[src/rtl/alu_pkg.sv]
// -----------------------------------------------------------------------------
// alu_pkg
// Shared definitions for the datapath ALU: the 3-bit operation encoding used on
// alu_core.input_aluctr and small helpers for classifying operations.
//
// Contents:
//   alu_op_t       3-bit operation select (ALU_ADDU .. ALU_SLTU)
//   op_uses_sub()  1 when the shared adder must run as a subtractor
//   op_is_signed() 1 for the operations that report signed overflow
//
// Optional feature macro used by the ALU: ALU_OVERFLOW_EN (see alu_core).
// -----------------------------------------------------------------------------
package alu_pkg;

  typedef enum logic [2:0] {
    ALU_ADDU = 3'b000,
    ALU_ADD  = 3'b001,
    ALU_SUBU = 3'b010,
    ALU_SUB  = 3'b011,
    ALU_AND  = 3'b100,
    ALU_OR   = 3'b101,
    ALU_SLT  = 3'b110,
    ALU_SLTU = 3'b111
  } alu_op_t;

  // Subtraction and both compares are all built on A - B.
  function automatic logic op_uses_sub(input alu_op_t op);
    return (op == ALU_SUBU) || (op == ALU_SUB) ||
           (op == ALU_SLT)  || (op == ALU_SLTU);
  endfunction

  // Only the signed add/subtract operations may raise the overflow flag.
  function automatic logic op_is_signed(input alu_op_t op);
    return (op == ALU_ADD) || (op == ALU_SUB);
  endfunction

endpackage

[src/rtl/alu_adder.sv]
// -----------------------------------------------------------------------------
// alu_adder
// n-bit adder/subtractor shared by every arithmetic and compare operation.
// Subtraction is formed as a + ~b + 1 so a single carry chain serves both.
//
// Parameters:
//   n         operand width (n >= 2)
// Ports:
//   a         in  n  first operand
//   b         in  n  second operand
//   sub       in  1  1: compute a - b, 0: compute a + b
//   sum       out n  wrapped result
//   carry     out 1  carry out of the MSB (for a - b: 1 means no borrow)
//   overflow  out 1  two's-complement overflow of the operation performed
// -----------------------------------------------------------------------------
module alu_adder #(
  parameter int n = 32
) (
  input  logic [n-1:0] a,
  input  logic [n-1:0] b,
  input  logic         sub,
  output logic [n-1:0] sum,
  output logic         carry,
  output logic         overflow
);

  logic [n-1:0] b_eff;

  // Inverting b and injecting sub as the carry-in gives a + ~b + 1 = a - b.
  assign b_eff = b ^ {n{sub}};

  assign {carry, sum} = {1'b0, a} + {1'b0, b_eff} + {{n{1'b0}}, sub};

  // Overflow when the two adder inputs agree in sign but the sum does not.
  // Using b_eff covers both cases: for subtraction this reads "signs of a and
  // b differ and the result sign differs from a".
  assign overflow = (a[n-1] == b_eff[n-1]) && (sum[n-1] != a[n-1]);

endmodule

[src/rtl/alu_core.sv]
// -----------------------------------------------------------------------------
// alu_core
// Parameterised integer ALU for the single-cycle datapath. Performs one of
// eight add/subtract/logic/compare operations per clock and registers the
// result together with a zero flag and a signed-overflow flag.
//
// Parameters:
//   n              operand and result width (n >= 2), default 32
// Ports:
//   input_clk      in  1  rising-edge clock
//   input_rst      in  1  asynchronous active-high reset
//   input_a        in  n  operand A
//   input_b        in  n  operand B
//   input_aluctr   in  3  operation select (alu_pkg::alu_op_t encoding)
//   out_result     out n  registered result
//   out_zero       out 1  registered flag: result equals 0
//   out_overflow   out 1  registered signed-overflow flag (ADD/SUB only)
//
// Configuration macro:
//   ALU_OVERFLOW_EN  defined: ADD/SUB report two's-complement overflow.
//                    undefined: out_overflow is constant 0, ADD == ADDU and
//                    SUB == SUBU. SLT stays a correct signed compare either way.
// -----------------------------------------------------------------------------
module alu_core
  import alu_pkg::*;
#(
  parameter int n = 32
) (
  input  logic         input_clk,
  input  logic         input_rst,
  input  logic [n-1:0] input_a,
  input  logic [n-1:0] input_b,
  input  logic [2:0]   input_aluctr,
  output logic [n-1:0] out_result,
  output logic         out_zero,
  output logic         out_overflow
);

  alu_op_t      op;
  logic         sub;
  logic [n-1:0] sum;
  logic         carry;
  logic         add_ovf;
  logic         slt_bit;
  logic         sltu_bit;
  logic [n-1:0] logic_and;
  logic [n-1:0] logic_or;
  logic [n-1:0] result_d;
  logic         zero_d;
  logic         ovf_d;

  assign op  = alu_op_t'(input_aluctr);
  assign sub = op_uses_sub(op);

  // ---------------------------------------------------------------------------
  // Shared adder/subtractor
  // ---------------------------------------------------------------------------
  alu_adder #(
    .n (n)
  ) u_adder (
    .a        (input_a),
    .b        (input_b),
    .sub      (sub),
    .sum      (sum),
    .carry    (carry),
    .overflow (add_ovf)
  );

  // ---------------------------------------------------------------------------
  // Logic unit
  // ---------------------------------------------------------------------------
  assign logic_and = input_a & input_b;
  assign logic_or  = input_a | input_b;

  // ---------------------------------------------------------------------------
  // Compare logic (both driven by the adder running A - B)
  // ---------------------------------------------------------------------------
  // Signed less-than: the sign of A - B is wrong exactly when the subtraction
  // overflowed, so XOR with the overflow recovers the true sign.
  assign slt_bit  = sum[n-1] ^ add_ovf;
  // Unsigned less-than: A - B borrows, i.e. the carry out is clear.
  assign sltu_bit = ~carry;

  // ---------------------------------------------------------------------------
  // Result mux and flags
  // ---------------------------------------------------------------------------
  // NOTE: every always_comb output gets a default first so no path through the
  // case can leave it unassigned and infer a latch.
  always_comb begin
    result_d = '0;
    ovf_d    = 1'b0;
    case (op)
      ALU_ADDU,
      ALU_ADD,
      ALU_SUBU,
      ALU_SUB:  result_d = sum;
      ALU_AND:  result_d = logic_and;
      ALU_OR:   result_d = logic_or;
      ALU_SLT:  result_d = {{(n-1){1'b0}}, slt_bit};
      ALU_SLTU: result_d = {{(n-1){1'b0}}, sltu_bit};
      default:  result_d = '0;
    endcase
`ifdef ALU_OVERFLOW_EN
    // The wrapped sum is still written on overflow; only the flag reports it.
    ovf_d = op_is_signed(op) && add_ovf;
`else
    ovf_d = 1'b0;
`endif
  end

  assign zero_d = (result_d == '0);

  // ---------------------------------------------------------------------------
  // Output register
  // ---------------------------------------------------------------------------
  // NOTE: sequential state uses non-blocking assignments so all three outputs
  // update together from values sampled at the same edge.
  always_ff @(posedge input_clk or posedge input_rst) begin
    if (input_rst) begin
      out_result   <= '0;
      out_zero     <= 1'b1;
      out_overflow <= 1'b0;
    end else begin
      out_result   <= result_d;
      out_zero     <= zero_d;
      out_overflow <= ovf_d;
    end
  end

endmodule

[config.mk]
export PLATFORM = sky130hd
export DESIGN_NAME = alu_core
export DESIGN_NICKNAME = d
export VERILOG_FILES = /design/src/rtl/alu_pkg.sv /design/src/rtl/alu_adder.sv /design/src/rtl/alu_core.sv
export SDC_FILE = /design/constraint.sdc
export NUM_CORES = 1
export LEC_CHECK = 0
export ABC_AREA = 1
export BUFFER_PORTS_ARGS = -buffer_cell sky130_fd_sc_hd__buf_2
export CAP_MARGIN = 20
export CORE_MARGIN = 1.5
export CORE_UTILIZATION = 50
export CTS_BUF_LIST = sky130_fd_sc_hd__clkbuf_2
export CTS_CLUSTER_SIZE = 40
export DETAILED_ROUTE_END_ITERATION = 8
export PLACE_DENSITY_LB_ADDON = 0.1
export REMOVE_ABC_BUFFERS = 1
export SLEW_MARGIN = 25
export SYNTH_ARGS = -nofsm -noshare
export SYNTH_HDL_FRONTEND = slang
export SYNTH_SLANG_ARGS = --single-unit
[constraint.sdc]
create_clock -name input_clk -period 2.65 [get_ports input_clk]
set_input_delay 0.3975 -clock input_clk [delete_from_list [all_inputs] [get_ports input_clk]]
set_output_delay 0.3975 -clock input_clk [all_outputs]
set_load 0.02 [all_outputs]
# Yosys cells after proc, flatten, opt, wreduce, memory -nomap -nowiden
# Index checks and enable logic that the tools add are counted.
[totals]
input_bits = 69
wordCells = 26
output_inout_bits = 34
reg_bits = 33
[op_classes]
bitwise = 5
mux = 1
n_addsub = 2
eq_ne = 9
reduce_logical = 7
[op_table]
columns = ["operator", "n"]
rows = [
  ["$pmux 32 s5", 1],
  ["$add 32x32->33", 1],
  ["$add 33x1->33", 1],
  ["$and 32x32->32", 1],
  ["$logic_not 32->1", 1],
  ["$or 32x32->32", 1],
  ["$xor 32x32->32", 1],
  ["$eq 3x3->1 const B", 4],
  ["$eq 3x2->1 const B", 2],
  ["$reduce_or 4->1", 1],
  ["$eq 3x1->1 const B", 1],
  ["$logic_not 3->1", 1],
  ["$logic_or 1x1->1", 3],
  ["$eq 1x1->1", 1],
  ["$logic_and 1x1->1", 1],
  ["$ne 1x1->1", 1],
  ["$not 1->1", 1],
  ["$xor 1x1->1", 1],
]

# Longest topological paths before layout
[logic_depth]
word_depth = 12
mapped_depth = 22

# By module
# From an unflattened synthesis, not the netlist that was laid out.
[unflattened]
cells_unflattened = 678
area_unflattened_um2 = 4222.8
[by_module_without_submodules]
columns = ["module", "n_inst", "seq_area_each_um2", "cells_each", "area_each_um2"]
rows = [
  ["alu_adder", 1, 0.0, 419, 2346.0],
  ["alu_core", 1, 827.0, 259, 1876.8],
]

# Least setup slack after synthesis
# No wires, ideal clock.
[synth_path]
kind = "in2reg"
from = "in input_aluctr[1]"
to = "reg out_zero"
t_arrival_ns = 2.646
required_time_ns = 2.583
path_stages = 16
path_slack_ns = -0.063
n_path_buf = 2
cell_sequence = "buf_4 > clkbuf_1 > xor2_1 > ha_1 > nand2_1 > clkinv_1 > a21oi_2 > nor2_1 > nor2_1 > nand2_1 > xor2_1 > a21boi_1 > nand3_1 > nor2_1 > nand3_1 > nor2_1"
[synth_via]
elab_chain_cells = 12
word_cells_on_any_way = 22
classes_between = "add/sub (2); eq/ne (9); mux (1); bitwise (3); reduce/logical (7)"
[synth_lines]
columns = ["item", "line_no", "rtl"]
rows = [
  ["start: declaration", "alu_core.sv:33", "input logic [2:0] input_aluctr,"],
  ["$eq 3x2->1", "alu_pkg.sv:28, alu_core.sv:92", ""],
  ["$logic_or 1x1->1 (2 in series)", "alu_pkg.sv:28", "return (op == ALU_SUBU) || (op == ALU_SUB) ||"],
  ["$logic_or 1x1->1", "alu_pkg.sv:29", "(op == ALU_SLT) || (op == ALU_SLTU);"],
  ["$xor 32x32->32", "alu_adder.sv:30", "assign b_eff = b ^ {n{sub}};"],
  ["$add 32x32->33", "alu_adder.sv:32", "assign {carry, sum} = {1'b0, a} + {1'b0, b_eff} + {{n{1'b0}}, sub};"],
  ["$add 33x1->33", "alu_adder.sv:32", ""],
  ["$ne 1x1->1", "alu_adder.sv:37", "assign overflow = (a[n-1] == b_eff[n-1]) && (sum[n-1] != a[n-1]);"],
  ["$logic_and 1x1->1", "alu_adder.sv:37", ""],
  ["$xor 1x1->1", "alu_core.sv:80", "assign slt_bit = sum[n-1] ^ add_ovf;"],
  ["$pmux 32 s5 (*)", "alu_core.sv:92", "case (op)"],
  ["$logic_not 32->1 (*)", "alu_core.sv:111", "assign zero_d = (result_d == '0);"],
  ["named net zero_d", "alu_core.sv:49", "logic zero_d;"],
  ["end signal: assignment", "alu_core.sv:125", "out_zero <= zero_d;"],
  ["end: declaration", "alu_core.sv:35", "output logic out_zero,"],
]
# The timed path passes the listed nets; every way through them passes the cells marked *.

# Worst setup path in the final report
[layout_path]
from = "in input_aluctr[1]"
to = "reg out_zero"
[layout_via]
word_cells_on_any_way = 22
classes_between = "add/sub (2); eq/ne (9); mux (1); bitwise (3); reduce/logical (7)"
[layout_rtl]
columns = ["item", "line_no", "rtl"]
rows = [
  ["$eq 3x2->1", "alu_pkg.sv:28, alu_core.sv:92", ""],
  ["$logic_or 1x1->1 (2 in series)", "alu_pkg.sv:28", ""],
  ["$logic_or 1x1->1", "alu_pkg.sv:29", ""],
  ["$xor 32x32->32", "alu_adder.sv:30", ""],
  ["$add 32x32->33", "alu_adder.sv:32", ""],
  ["$add 33x1->33", "alu_adder.sv:32", ""],
  ["$pmux 32 s5 (*)", "alu_core.sv:92", ""],
  ["named net result_d[10]", "alu_core.sv:48", "logic [n-1:0] result_d;"],
  ["$logic_not 32->1 (*)", "alu_core.sv:111", ""],
  ["named net zero_d", "alu_core.sv:49", ""],
]
# Marks and branches as above.

==> impl_results.md <==
* Status: complete, no violations
* Slew Viols, Final at 0
* Post-synth top cells: nand2_1, inv_1, nor2_1
* Sw Ratio at a little under half
* Worst setup margin at 43.52 ps
* Most used DFF post-synth: dfrtp_1
* Nets at approximately 1000
* CP Capture Type: flip-flop
* Iter 0 DRT Violations at 416
* Number of detailed-route iterations in the first pass at 5
* Root Buffer: clkbuf_2
* DRC viols at 0
* ANT cells at 0
* Pin count of the biggest net entering global routing at 35
* Setup violation total in the final timing report at 0
* Post-synth top area cell: dfrtp_1
* CP startpoint kind: input pin
* Vias at about 5400
* Port bufs at 101
* Post-synthesis area per instance at ~6.2 um2
* Sequential element share of the synthesized area at 18.54%
* Clock Tree Buf Depth at 2
* Tcrit/Tclk final at 98.36%
* Fmax at between 300 and 400 MHz
* Core area at 8678 um2
* # clock sinks at 33
* Vias per cell at 5.239
* Clock group share of total power at just under 9%
* CTS Buf Count at 5
* Internal power at 0.001380 W
* Unrepaired setup endpoints after global routing: yes
* Leak at ~3.3 nW
* Synth Register Bits at 33
* DRT Wirelength at about 15 mm
* Place WS at -321.7 ps
* Total Routing Usage GR at about 32%
* Crit. Startpoint: input_aluctr[1]
* Yosys Warn Count at 0
* # hold bufs at CTS at 0
* Critical Path RT at 2960 ps
* Core Rows at 34
* Max-cap viol count at 0
* ANT nets after route at 0
* Hpwl dp at 12.90 mm
* Synth Instances at 720
* Crit path kind: input pin to flip-flop
* First-pass GRT wire length at 24.66 mm
* Synth-to-Final Area Change at 33.43%
* Post-synth EDFFs at 0
* Pwr/cell area at 433.6 nW/um2
* Initial antenna violation count at 0
* Vias in the first global route at between 5000 and 6000
* Sequential share of power at 23.3%
* Syn Std Cell Area at between 4000 and 5000 um2
* Routability Congestion at roughly 1.0
* Grt total ovfl at 0
* Final hold vios at 0
* Post-synth top area share at 17.95%
* Share of the core filled with cells at 68.60%
* Worst-path maximum fanout at 18
* IO Count at 103
* Most common cell in the netlist: nand2_1
* Worst IR Drop VDD at approximately 190 uV
* Chip width at roughly 97 um
* Die footprint at 9499 um2
* Cell variety after synth at 42
* Worst path arrival time at 2910 ps
* Top cells by area, synth: dfrtp_1, nand2_1, ha_1
* Combinational Power Share at around two thirds
* Setup TNS at 0 ps
* Hold WC Path Type: input pin to asynchronous set/reset pin
* Clock transition at path regs at around 170 ps
* Wire per inst at 14.88 um
* Switch Pwr at 0.001201 W
* Asr flop ratio synth at between 90% and 100%
* Share of layout cells above drive strength 1 at a little over 30%
* H-tree depth reported by CTS at 2
* CTS tree: done
* Die Ht at just under 100 um
* Tmin final at 2606 ps
* Starting density of the core at 51.41%
* Final Hold Slack at between 80 and 90 ps
[through the flow]
stage | power, W | std cells | cell area, um2
floorplan | 0.001554 | 707 | 4380
global placement | 0.002280 | 1022 | 5842
detailed placement | 0.002306 | 1022 | 5842
CTS | 0.002538 | 1030 | 5882
global route | 0.002786 | 1031 | 5953
finish | 0.002581 | 1031 | 5953
[state kept, by name (all words and copies together), names as in the netlist]
name	cells
out_result	32
out_zero	1
[path summary, 6_finish.rpt]
path,endpoint,slack [ps],depth (start not counted)
max,out_zero,40,20
min in group input_clk,out_result[31],330,3
min,out_result[28],80,3
max in group asynchronous,out_zero,2260,3
[power by group through the flow]
stage               Clock, W  Sequential (W)  Combinational (W)
floorplan                  0        0.000731           0.000823
global placement           0        0.000612            0.00167
detailed placement         0        0.000614            0.00169
CTS                 0.000235        0.000604            0.00170
global route        0.000250        0.000610            0.00193
finish              0.000225        0.000603            0.00175
[worst max-delay path, cell delays in order]
cell,delay (ps)
buf_2,130
buf_12,170
buf_4,140
xor2_1,150
ha_1,380
nand3_2,120
nand2_2,80
nand2_2,90
nand2_4,60
nand2_1,60
nand2_1,70
buf_4,130
or2_0,190
nand3_1,90
nand3_2,120
nor2_1,120
nand2_1,60
nor2_1,90
nand3_1,120
nor2_1,120
[placed cells by master, fill, tap and decap left out, types with 10 or more instances in the layout]
master and n:
ha_1 32, inv_1 98, buf_4 105, dfrtp_1 32, buf_2 101, nor2_1 73
o21ai_0 33, a21oi_1 46, nand3_1 54, nand2_2 26, nand4_1 12, nand2_1 175
maj3_1 10, xor2_1 33
[final cells by class]
class / instances / area (um2)
inverter: 106 / 397.9
timing repair buffer: 208 / 1334
clock buffer: 6 / 30.03
sequential: 33 / 827.0
tap: 108 / 135.1
fill: 837 / 2725
clock inverter: 2 / 10.01
multi-input combinational: 568 / 3219
[per-layer routing]
layer  track usage, %  routed length [um]  share of wire, %
met4            6.593                 143              0.93
met2            52.67                6927                45
met1            46.70                7089                46
met5                0                   0                 0
met3            3.453                1181               7.7
[logic make-up (layout without fill, tap and decap cells)]
group,count (synthesis),count (layout),synth area share [%]
compound gates,112,112,13.91
other cells,1,1,0.08405
flops,33,33,18.54
simple gates,373,373,37.33
buf+inv,119,322,10.74
fa+ha+maj,44,44,11.95
xor+xnor,38,38,7.459
[repair_timing]
item | CTS | global route
buffers inserted | 0 | 1
setup endpoints to repair | 0 | 1
gates resized for setup | 0 | 16
No activity file was read; power rests on OpenSTA's default activity.
